--- config.mk ---
export PLATFORM = sky130hd
export DESIGN_NAME = camera_capture_flat
export DESIGN_NICKNAME = d
export VERILOG_FILES = /design/src/rtl/camera_pkg.sv /design/src/rtl/camera_capture_if.sv /design/src/rtl/pixel_packer.sv /design/src/rtl/camera_capture.sv /design/src/flat_wrapper.sv
export SDC_FILE = /design/constraint.sdc
export NUM_CORES = 1
export LEC_CHECK = 0
export CAP_MARGIN = 20
export CORE_MARGIN = 2
export CORE_UTILIZATION = 45
export DETAILED_ROUTE_END_ITERATION = 12
export PLACE_DENSITY = 0.79
export SYNTH_ARGS = -nofsm -noshare
export SYNTH_HDL_FRONTEND = slang
export SYNTH_SLANG_ARGS = --single-unit
export TNS_END_PERCENT = 100
--- constraint.sdc ---
create_clock -name p_clock_in -period 3.2 [get_ports p_clock_in]
set_clock_uncertainty 0.05 [all_clocks]
set_input_delay 0.64 -clock p_clock_in [delete_from_list [all_inputs] [get_ports p_clock_in]]
set_output_delay 0.64 -clock p_clock_in [all_outputs]
set_load 0.01 [all_outputs]
--- src/rtl/camera_pkg.sv ---
// camera_pkg: capture FSM states and default sensor geometry shared by the capture block
package camera_pkg;
  typedef enum logic [1:0] {IDLE, WAIT_VS_HIGH, WAIT_VS_LOW, CAPTURE} cap_state_t;
  localparam int DEF_BYTES_PER_PIXEL = 2;
  localparam int DEF_H_PIXELS = 640;
  localparam int DEF_V_LINES = 480;
endpackage

--- src/rtl/camera_capture_if.sv ---
// camera_capture_if: sensor-side inputs and pixel/status outputs of camera_capture
interface camera_capture_if
  import camera_pkg::*;
#(
  parameter int BYTES_PER_PIXEL = DEF_BYTES_PER_PIXEL,
  parameter int H_PIXELS = DEF_H_PIXELS,
  parameter int V_LINES = DEF_V_LINES
);
  logic vsync_in;
  logic href_in;
  logic [7:0] p_data_in;
  logic arm_in;
  logic continuous_in;
  logic [8*BYTES_PER_PIXEL-1:0] pixel_data_out;
  logic pixel_valid_out;
  logic [$clog2(H_PIXELS+1)-1:0] hcount_out;
  logic [$clog2(V_LINES+1)-1:0] vcount_out;
  logic frame_done_out;
  logic busy_out;
  logic size_err_out;
  modport master (
    output vsync_in, href_in, p_data_in, arm_in, continuous_in,
    input pixel_data_out, pixel_valid_out, hcount_out, vcount_out, frame_done_out, busy_out, size_err_out
  );
  modport slave (
    input vsync_in, href_in, p_data_in, arm_in, continuous_in,
    output pixel_data_out, pixel_valid_out, hcount_out, vcount_out, frame_done_out, busy_out, size_err_out
  );
endinterface

--- src/rtl/pixel_packer.sv ---
// pixel_packer: collects BYTES_PER_PIXEL sensor bytes MSB-first and strobes the finished pixel
module pixel_packer #(
  parameter int BYTES_PER_PIXEL = 2
) (
  input logic clk,
  input logic rst,
  input logic clear,
  input logic en,
  input logic [7:0] data,
  output logic [8*BYTES_PER_PIXEL-1:0] pixel,
  output logic valid,
  output logic last
);
  localparam int IW = BYTES_PER_PIXEL > 1 ? $clog2(BYTES_PER_PIXEL) : 1;
  localparam logic [IW-1:0] LAST_IDX = IW'(BYTES_PER_PIXEL - 1);
  logic [IW-1:0] idx;
  logic [8*BYTES_PER_PIXEL-1:0] shift, merged;
  assign last = en && idx == LAST_IDX;
  // the incoming byte lands in its lane so the final byte completes the pixel combinationally
  always_comb begin
    merged = shift;
    merged[8*(BYTES_PER_PIXEL-1-int'(idx)) +: 8] = data;
  end
  always_ff @(posedge clk or posedge rst) begin
    if (rst) begin
      idx <= '0;
      shift <= '0;
      pixel <= '0;
      valid <= 1'b0;
    end else begin
      valid <= last;
      if (last) pixel <= merged;
      if (en) shift <= merged;
      if (clear || last) idx <= '0;
      else if (en) idx <= idx + 1'b1;
    end
  end
endmodule

--- src/rtl/camera_capture.sv ---
// camera_capture: armed single/continuous frame grabber for a vsync/href byte-serial sensor
module camera_capture
  import camera_pkg::*;
#(
  parameter int BYTES_PER_PIXEL = DEF_BYTES_PER_PIXEL,
  parameter int H_PIXELS = DEF_H_PIXELS,
  parameter int V_LINES = DEF_V_LINES
) (
  input logic p_clock_in,
  input logic rst_in,
  camera_capture_if.slave cam
);
  localparam int HW = $clog2(H_PIXELS + 1);
  localparam int VW = $clog2(V_LINES + 1);
  localparam logic [HW-1:0] H_MAX = HW'(H_PIXELS);
  localparam logic [VW-1:0] V_MAX = VW'(V_LINES);
  cap_state_t state;
  logic [HW-1:0] hcount;
  logic [VW-1:0] vcount;
  logic href_d, capturing, store, fall, last;
  // vsync overrides href: a byte arriving with vsync high is never stored
  assign capturing = state == CAPTURE && !cam.vsync_in;
  assign store = capturing && cam.href_in;
  assign fall = capturing && href_d && !cam.href_in;
  assign cam.busy_out = state != IDLE;
  pixel_packer #(.BYTES_PER_PIXEL(BYTES_PER_PIXEL)) u_packer (
    .clk(p_clock_in),
    .rst(rst_in),
    .clear(!capturing || fall),
    .en(store),
    .data(cam.p_data_in),
    .pixel(cam.pixel_data_out),
    .valid(cam.pixel_valid_out),
    .last(last)
  );
  always_ff @(posedge p_clock_in or posedge rst_in) begin
    if (rst_in) begin
      state <= IDLE;
      hcount <= '0;
      vcount <= '0;
      href_d <= 1'b0;
      cam.hcount_out <= '0;
      cam.vcount_out <= '0;
      cam.frame_done_out <= 1'b0;
      cam.size_err_out <= 1'b0;
    end else begin
      href_d <= store;
      cam.frame_done_out <= 1'b0;
      if (last) begin
        cam.hcount_out <= hcount;
        cam.vcount_out <= vcount;
        hcount <= hcount == H_MAX ? H_MAX : hcount + 1'b1;
      end
      case (state)
        IDLE:
          if (cam.arm_in) begin
            state <= WAIT_VS_HIGH;
            cam.size_err_out <= 1'b0;
          end
        WAIT_VS_HIGH: if (cam.vsync_in) state <= WAIT_VS_LOW;
        WAIT_VS_LOW:
          if (!cam.vsync_in) begin
            state <= CAPTURE;
            hcount <= '0;
            vcount <= '0;
          end
        CAPTURE:
          if (cam.vsync_in) begin
            cam.frame_done_out <= 1'b1;
            if (vcount != V_MAX) cam.size_err_out <= 1'b1;
            state <= cam.continuous_in ? WAIT_VS_LOW : IDLE;
          end else if (fall) begin
            hcount <= '0;
            vcount <= vcount == V_MAX ? V_MAX : vcount + 1'b1;
            if (hcount != H_MAX) cam.size_err_out <= 1'b1;
          end
        default: state <= IDLE;
      endcase
    end
  end
endmodule
--- src/flat_wrapper.sv ---
// flat-port wrapper written by rule: the top's interface ports become plain ports
module camera_capture_flat import camera_pkg::*;
#(
  parameter int BYTES_PER_PIXEL = DEF_BYTES_PER_PIXEL,
  parameter int H_PIXELS = DEF_H_PIXELS,
  parameter int V_LINES = DEF_V_LINES
)
  (p_clock_in, rst_in, cam_vsync_in, cam_href_in, cam_p_data_in, cam_arm_in, cam_continuous_in, cam_pixel_data_out, cam_pixel_valid_out, cam_hcount_out, cam_vcount_out, cam_frame_done_out, cam_busy_out, cam_size_err_out);
  camera_capture_if #(.BYTES_PER_PIXEL(BYTES_PER_PIXEL), .H_PIXELS(H_PIXELS), .V_LINES(V_LINES)) cam_i ();
  input logic p_clock_in;
  input logic rst_in;
  input wire logic [$bits(cam_i.vsync_in)-1:0] cam_vsync_in;
  input wire logic [$bits(cam_i.href_in)-1:0] cam_href_in;
  input wire logic [$bits(cam_i.p_data_in)-1:0] cam_p_data_in;
  input wire logic [$bits(cam_i.arm_in)-1:0] cam_arm_in;
  input wire logic [$bits(cam_i.continuous_in)-1:0] cam_continuous_in;
  output wire logic [$bits(cam_i.pixel_data_out)-1:0] cam_pixel_data_out;
  output wire logic [$bits(cam_i.pixel_valid_out)-1:0] cam_pixel_valid_out;
  output wire logic [$bits(cam_i.hcount_out)-1:0] cam_hcount_out;
  output wire logic [$bits(cam_i.vcount_out)-1:0] cam_vcount_out;
  output wire logic [$bits(cam_i.frame_done_out)-1:0] cam_frame_done_out;
  output wire logic [$bits(cam_i.busy_out)-1:0] cam_busy_out;
  output wire logic [$bits(cam_i.size_err_out)-1:0] cam_size_err_out;
  assign cam_i.vsync_in = cam_vsync_in;
  assign cam_i.href_in = cam_href_in;
  assign cam_i.p_data_in = cam_p_data_in;
  assign cam_i.arm_in = cam_arm_in;
  assign cam_i.continuous_in = cam_continuous_in;
  assign cam_pixel_data_out = cam_i.pixel_data_out;
  assign cam_pixel_valid_out = cam_i.pixel_valid_out;
  assign cam_hcount_out = cam_i.hcount_out;
  assign cam_vcount_out = cam_i.vcount_out;
  assign cam_frame_done_out = cam_i.frame_done_out;
  assign cam_busy_out = cam_i.busy_out;
  assign cam_size_err_out = cam_i.size_err_out;
  camera_capture #(.BYTES_PER_PIXEL(BYTES_PER_PIXEL), .H_PIXELS(H_PIXELS), .V_LINES(V_LINES)) u_core (.p_clock_in(p_clock_in), .rst_in(rst_in), .cam(cam_i));
endmodule
==> impl_metrics.json, run 1 <==
{
  "run_status": "finished clean",
  "cts_max_level": 3,
  "sw_frac_of_total_pct": 27.8,
  "synthXorXnorAreaFrac_pct": 2.96,
  "cp_max_fo": 10,
  "ir_drop_uv": 449,
  "max_freq_ghz": 0.437,
  "tightest_slew_ps": 681,
  "rsz0062_at_grt": "false",
  "power_switching_uw": 666,
  "drv_cap": 0,
  "path_class": "register to primary output",
  "grt_max_degree": 39,
  "viasPerCell": 5.23,
  "layout_common_cells": "111 x nand2_1, 69 x dfrtp_1, 52 x clkdlybuf4s50_1",
  "dieArea_mm2": 0.00724,
  "grt_usage_pct": 20.1,
  "synth_nets": 329,
  "final.hold.worst_slack_ps": 425,
  "drive_gt1_share_pct": 8.58,
  "grt_pass1_wl_um": 11400,
  "crit_slowest_cell": "clkdlybuf4s50_1",
  "synth_warnings": 0,
  "tns_ps": 0,
  "cts_root_buffer": "clkbuf_8",
  "holdBufCountCts": 0,
  "power.density_mw_per_mm2": 633,
  "gp_congestion": 0.889,
  "relSlewSlack_pct": 54.5,
  "hold_class": "register to register",
  "setup_viol": 0,
  "port-buffer-count": 52,
  "initial_core_util_pct": 46.6,
  "leakage_nw": 1.79,
  "syn_inst": 311,
  "clkPwrFrac_pct": 32.2,
  "die_w_um": 85.1,
  "p_int_mw": 1.73,
  "multi_input_area_mm2": 0.00113,
  "ys_seq_elements": 69,
  "diodes": 0,
  "core_mm2": 0.00635,
  "cts.path.max_buffers": 2,
  "muxShareOfSynthArea_pct": 3.05,
  "postCtsSetupBuffers": 0,
  "grt_pass1_vias": 2410,
  "die_h_um": 85.1,
  "wl_met1_um": 3000,
  "slew_violations": 0,
  "pwr-share-seq_pct": 47.1,
  "finalNetCount": 386,
  "synth_top_family_by_area": "simple AND/OR/NAND/NOR gates",
  "cts_buffers": 9,
  "final_common_cell": "nand2_1",
  "ant_nets": 0,
  "cts_tree": "built",
  "met3_length_um": 416,
  "ys_seq_area_share_pct": 58.4,
  "clk_pin_slew_ps": 70,
  "drc": 0,
  "end_kind": "primary output",
  "synth_compound_area_share_pct": 6.05,
  "path_cells": "nor2_1 > inv_1 > clkdlybuf4s50_1",
  "antenna_found_initial": 0,
  "slowest_delay_ps": 540,
  "period_share_pct": 71.5,
  "cp_data_arrival_time_ps": 1600,
  "hpwlAfterDp_um": 4550,
  "fp-row-count": 29,
  "cpLargestDelayFamily": "buffers and inverters",
  "ys_types": 37,
  "routed_wl_um": 6670,
  "nFillCells": 538,
  "clock_latency_ps": 340,
  "regArea_mm2": 0.00173,
  "worstPathRequired_ps": 2510,
  "cts_sinks": 69,
  "synthAdderAreaFrac_pct": 1.69,
  "crit_buf_inv": 2,
  "cts_resized": 0,
  "first_pass_iters": 4,
  "wl_met2_um": 3130,
  "wl_per_cell_um": 14.8,
  "area_delta_synth_final_pct": 28.1,
  "start_kind": "register",
  "top_layer": "met4",
  "min_period_ps": 2290,
  "avgSynthCellArea_um2": 9.51,
  "hold_viol": 0,
  "first_iter_violations": 199,
  "synth-simple-area-share_pct": 24.5,
  "netlist_area_mm2": 0.00296,
  "globalRouteOverflowTotal": 0,
  "pin_count": 53,
  "vias": 2352,
  "power_frac_comb_pct": 20.7
}
==> metrics by stage <==
stage / instance area [um^2] / setup WS (ps) / total power [mW] / cells / utilization (%)
final: 3790 / 913 / 2.40 / 450 / 59.7
after global routing: 3790 / 838 / 2.52 / 450 / 59.7
after CTS: 3790 / 907 / 2.41 / 450 / 59.7
after detailed placement: 3570 / 733 / 1.63 / 434 / 56.3
after floorplan: 2960 / 770 / 1.37 / 311 / -
after global placement: 3570 / 785 / 1.61 / 434 / 56.3
==> cell type report <==
class                           instances  area share, %
Sequential cell                        69           45.6
Inverter                                9          0.891
Timing Repair Buffer                   59           15.5
Multi-Input combinational cell        220           29.9
Tap cell                               77           2.54
Clock buffer                           10           3.37
Clock inverter                          6           2.31
==> path summary, 6_finish.rpt <==
kind	startpoint	to	slack, ps	cells past startpoint
setup / recovery	u_core.state[0]	cam_busy_out	910	3
hold / removal	u_core.cam.hcount_out[5]	u_core.cam.hcount_out[5]	430	2
setup reg to reg	u_core.vcount[0]	u_core.vcount[4]	1290	6
hold reg to reg	u_core.cam.hcount_out[5]	u_core.cam.hcount_out[5]	430	2
max in group asynchronous	rst_in	u_core.cam.vcount_out[3]	1810	3
min in group asynchronous	rst_in	u_core.u_packer.pixel[1]	670	2
==> per-layer routing <==
metal,vias to the layer above,GRT usage (%)
met5,-,0
met4,0,7.79
met3,15,6.23
met2,74,31.7
met1,1134,26.1
li1,1129,-
==> synth_stat cells <==
| cell type | instances | area share (%) |
|---|---|---|
| a21o_1 | 2 | 0.51 |
| a21oi_1 | 5 | 0.85 |
| a22o_1 | 2 | 0.59 |
| a22oi_1 | 1 | 0.25 |
| a31oi_1 | 3 | 0.63 |
| and2_1 | 2 | 0.42 |
| and3_1 | 2 | 0.42 |
| and3b_1 | 1 | 0.30 |
| and4b_1 | 1 | 0.34 |
| buf_2 | 7 | 1.2 |
| buf_4 | 2 | 0.51 |
| clkbuf_1 | 4 | 0.51 |
| dfrtp_1 | 69 | 58 |
| ha_1 | 4 | 1.7 |
| inv_1 | 8 | 1.0 |
| inv_2 | 1 | 0.13 |
| mux2_2 | 8 | 3.0 |
| nand2_1 | 111 | 14 |
| nand2b_1 | 4 | 0.85 |
| nand3_1 | 6 | 1.0 |
| nand3b_1 | 1 | 0.25 |
| nand4_1 | 6 | 1.3 |
| nand4b_1 | 1 | 0.30 |
| nor2_1 | 17 | 2.2 |
| nor2b_1 | 2 | 0.42 |
| nor3_1 | 6 | 1.0 |
| nor4_1 | 3 | 0.63 |
| nor4b_1 | 1 | 0.30 |
| o211ai_1 | 1 | 0.25 |
| o21ai_0 | 15 | 2.5 |
| o21ai_1 | 1 | 0.17 |
| o31ai_1 | 1 | 0.25 |
| or2_1 | 1 | 0.21 |
| or3b_1 | 1 | 0.30 |
| or4_1 | 1 | 0.25 |
| xnor2_1 | 8 | 2.4 |
| xor2_1 | 2 | 0.59 |
==> registers in the layout, indices dropped and copies added (netlist names) <==
signal,count
u_core.u_packer.pixel,16
u_core.cam.hcount_out,10
u_core.hcount,10
u_core.cam.vcount_out,9
u_core.vcount,9
u_core.u_packer.shift,8
u_core.state,2
u_core.cam.frame_done_out,1
u_core.cam.size_err_out,1
u_core.href_d,1
u_core.u_packer.idx,1
u_core.u_packer.valid,1
==> power groups by stage <==
stage                     Combinational, mW  Sequential (mW)  Clock, mW
after global placement                0.480             1.13          0
after CTS                             0.501             1.13      0.785
after floorplan                       0.226             1.14          0
after detailed placement              0.497             1.14          0
after global routing                  0.547             1.14      0.825
final                                 0.495             1.13      0.772
==> cells by family after synthesis <==
kind of cell | after synthesis
adder cells (fa/ha/maj) | 4
AO/OA/AOI/OAI | 31
multiplexers | 8
XOR/XNOR | 10
flip-flops | 69
AND/OR/NAND/NOR | 167
buffers and inverters | 22
==> worst min-delay path: cells and delay by family, from the launching register on <==
| family | cells | cell delay (ps) |
|---|---|---|
| flip-flops | 1 | 350 |
| AND/OR/NAND/NOR | 2 | 100 |
No activity file was read; power rests on OpenSTA's default activity.
==> run 2, diff against run 1 <==
==> constraint.sdc (replaced) <==
create_clock -name p_clock_in -period 2.3 [get_ports p_clock_in]
set_clock_uncertainty 0.05 [all_clocks]
set_input_delay 0.46 -clock p_clock_in [delete_from_list [all_inputs] [get_ports p_clock_in]]
set_output_delay 0.46 -clock p_clock_in [all_outputs]
set_load 0.01 [all_outputs]
==> run 2 against run 1 <==
Net effect: power grew 33%; worst setup slack worse by 740 ps; sequential power rose by 38%; utilization grew 0.059 points; first-iteration DRC count down 17%; wire length is 7.7% lower; hold slack worse by 3.7 ps; sequential share of layout area about the same; combinational power grew 38%; global-route usage fell by 1.2 points; largest power group unchanged.
==> impl_metrics.json, run 2 (same netlist as run 1, synthesis figures left out) <==
{
  "run_status": "finished clean",
  "r2r-start": "u_core.state[0]",
  "endpoint": "cam_busy_out",
  "die_w_um": 85.1,
  "final_area_mm2": 0.00379,
  "cp_data_arrival_time_ps": 1610,
  "hold_viol": 0,
  "grt_usage_pct": 18.9,
  "antenna_found_initial": 0,
  "power_mw": 3.20,
  "cts_root_buffer": "clkbuf_8",
  "tightest_slew_ps": 540,
  "cts_max_level": 3,
  "diodes": 0,
  "top_regs": "u_core.u_packer.pixel (16), u_core.cam.hcount_out (10), u_core.hcount (10)",
  "first_pass_iters": 4,
  "ir_drop_uv": 664,
  "worstPathRequired_ps": 1790,
  "fp-row-count": 29,
  "cts_sinks": 69,
  "port-buffer-count": 52,
  "tns_ps": 0,
  "viasPerCell": 5.13,
  "drc": 0,
  "initial_core_util_pct": 46.6,
  "max_freq_ghz": 0.471,
  "cp_max_fo": 10,
  "r2r_cells": 3,
  "cts_resized": 0,
  "first_iter_violations": 166,
  "grt_pass1_vias": 2230,
  "startpoint": "u_core.state[0]",
  "gp_congestion": 0.871,
  "leakage_nw": 1.80,
  "dieArea_mm2": 0.00724,
  "hpwlAfterDp_um": 4350,
  "area_delta_synth_final_pct": 28.3,
  "largest-register": "u_core.u_packer.pixel",
  "start_kind": "register",
  "clk_pin_slew_ps": 80,
  "cts_buffers": 9,
  "r2r_slack_ps": 560,
  "cts.path.max_buffers": 2,
  "finalNetCount": 390,
  "globalRouteOverflowTotal": 0,
  "setup_viol": 0,
  "grt_max_degree": 34,
  "rsz0062_at_grt": "false",
  "utilization_pct": 59.7,
  "drive_gt1_share_pct": 9.57,
  "postCtsSetupBuffers": 0,
  "cts_tree": "built",
  "r2r_end": "u_core.u_packer.shift[12]",
  "pin_count": 53,
  "wl_per_cell_um": 13.6,
  "crit_slowest_cell": "dfrtp_1",
  "slowest_delay_ps": 480,
  "die_h_um": 85.1,
  "slew_violations": 0,
  "final_common_cell": "nand2_1",
  "core_mm2": 0.00635,
  "clock_latency_ps": 350,
  "place_area_mm2": 0.00360,
  "min_period_ps": 2120,
  "relSlewSlack_pct": 64.0,
  "holdBufCountCts": 0,
  "drv_cap": 0,
  "largest_reg_flops": 16,
  "ant_nets": 0,
  "routed_wl_um": 6160,
  "period_share_pct": 92.4,
  "end_kind": "primary output",
  "layout_common_cells": "111 x nand2_1, 69 x dfrtp_1, 52 x clkdlybuf4s50_1",
  "power.density_mw_per_mm2": 843,
  "path_class": "register to primary output",
  "path_cells": "nor2_1 > inv_1 > clkdlybuf4s50_1",
  "vias": 2326,
  "grt_pass1_wl_um": 10700,
  "hold_class": "input port to async pin"
}
==> run 2: how the worst min path moves through the flow <==
stage | to | slack, ps
6_report | u_core.u_packer.pixel[14] | 420
5_1_grt | u_core.cam.hcount_out[8] | 450
2_1_floorplan | u_core.u_packer.pixel[10] | 380
3_5_place_dp | u_core.u_packer.pixel[11] | 410
3_3_place_gp | u_core.u_packer.pixel[10] | 400
4_1_cts | u_core.u_packer.pixel[15] | 420
==> run 2: per-layer routing <==
layer / track usage (%) / vias to the layer above / routed length, um
met3: 5.74 / 7 / 420
met1: 25.9 / 1117 / 2790
met2: 28.5 / 68 / 2880
li1: - / 1134 / -
met4: 7.36 / 0 / 60
met5: 0 / - / 0
==> run 2: per-stage QoR <==
step | setup WS [ps] | std cells | hold WS (ps)
finish | 176 | 453 | 422
global route | 86.4 | 453 | 451
CTS | 167 | 453 | 423
detailed placement | 77.6 | 438 | 407
global placement | 141 | 438 | 397
floorplan | 50.1 | 311 | 385
==> run 2: power by group <==
| part | total (mW) | switching [mW] | internal (mW) |
|---|---|---|---|
| Combinational | 0.684 | 0.303 | 0.381 |
| Clock | 0.955 | 0.462 | 0.494 |
| Sequential | 1.56 | 0.141 | 1.42 |
| Total | 3.20 | 0.906 | 2.29 |
==> run 2: cell type report <==
cell class	count	area, um^2
fillers	514	2560
flip-flops and latches	69	1730
multi-input cells	220	1130
repair buffers	63	616
clock buffers	9	124
well taps	77	96.3
clock inverters	6	65.1
inverters	9	33.8
==> run 2: worst max-delay path, delay by kind of cell (launching register included) <==
family        cells  cell delay [ps]
simple gates      1              250
buf+inv           2              530
flops             1              480
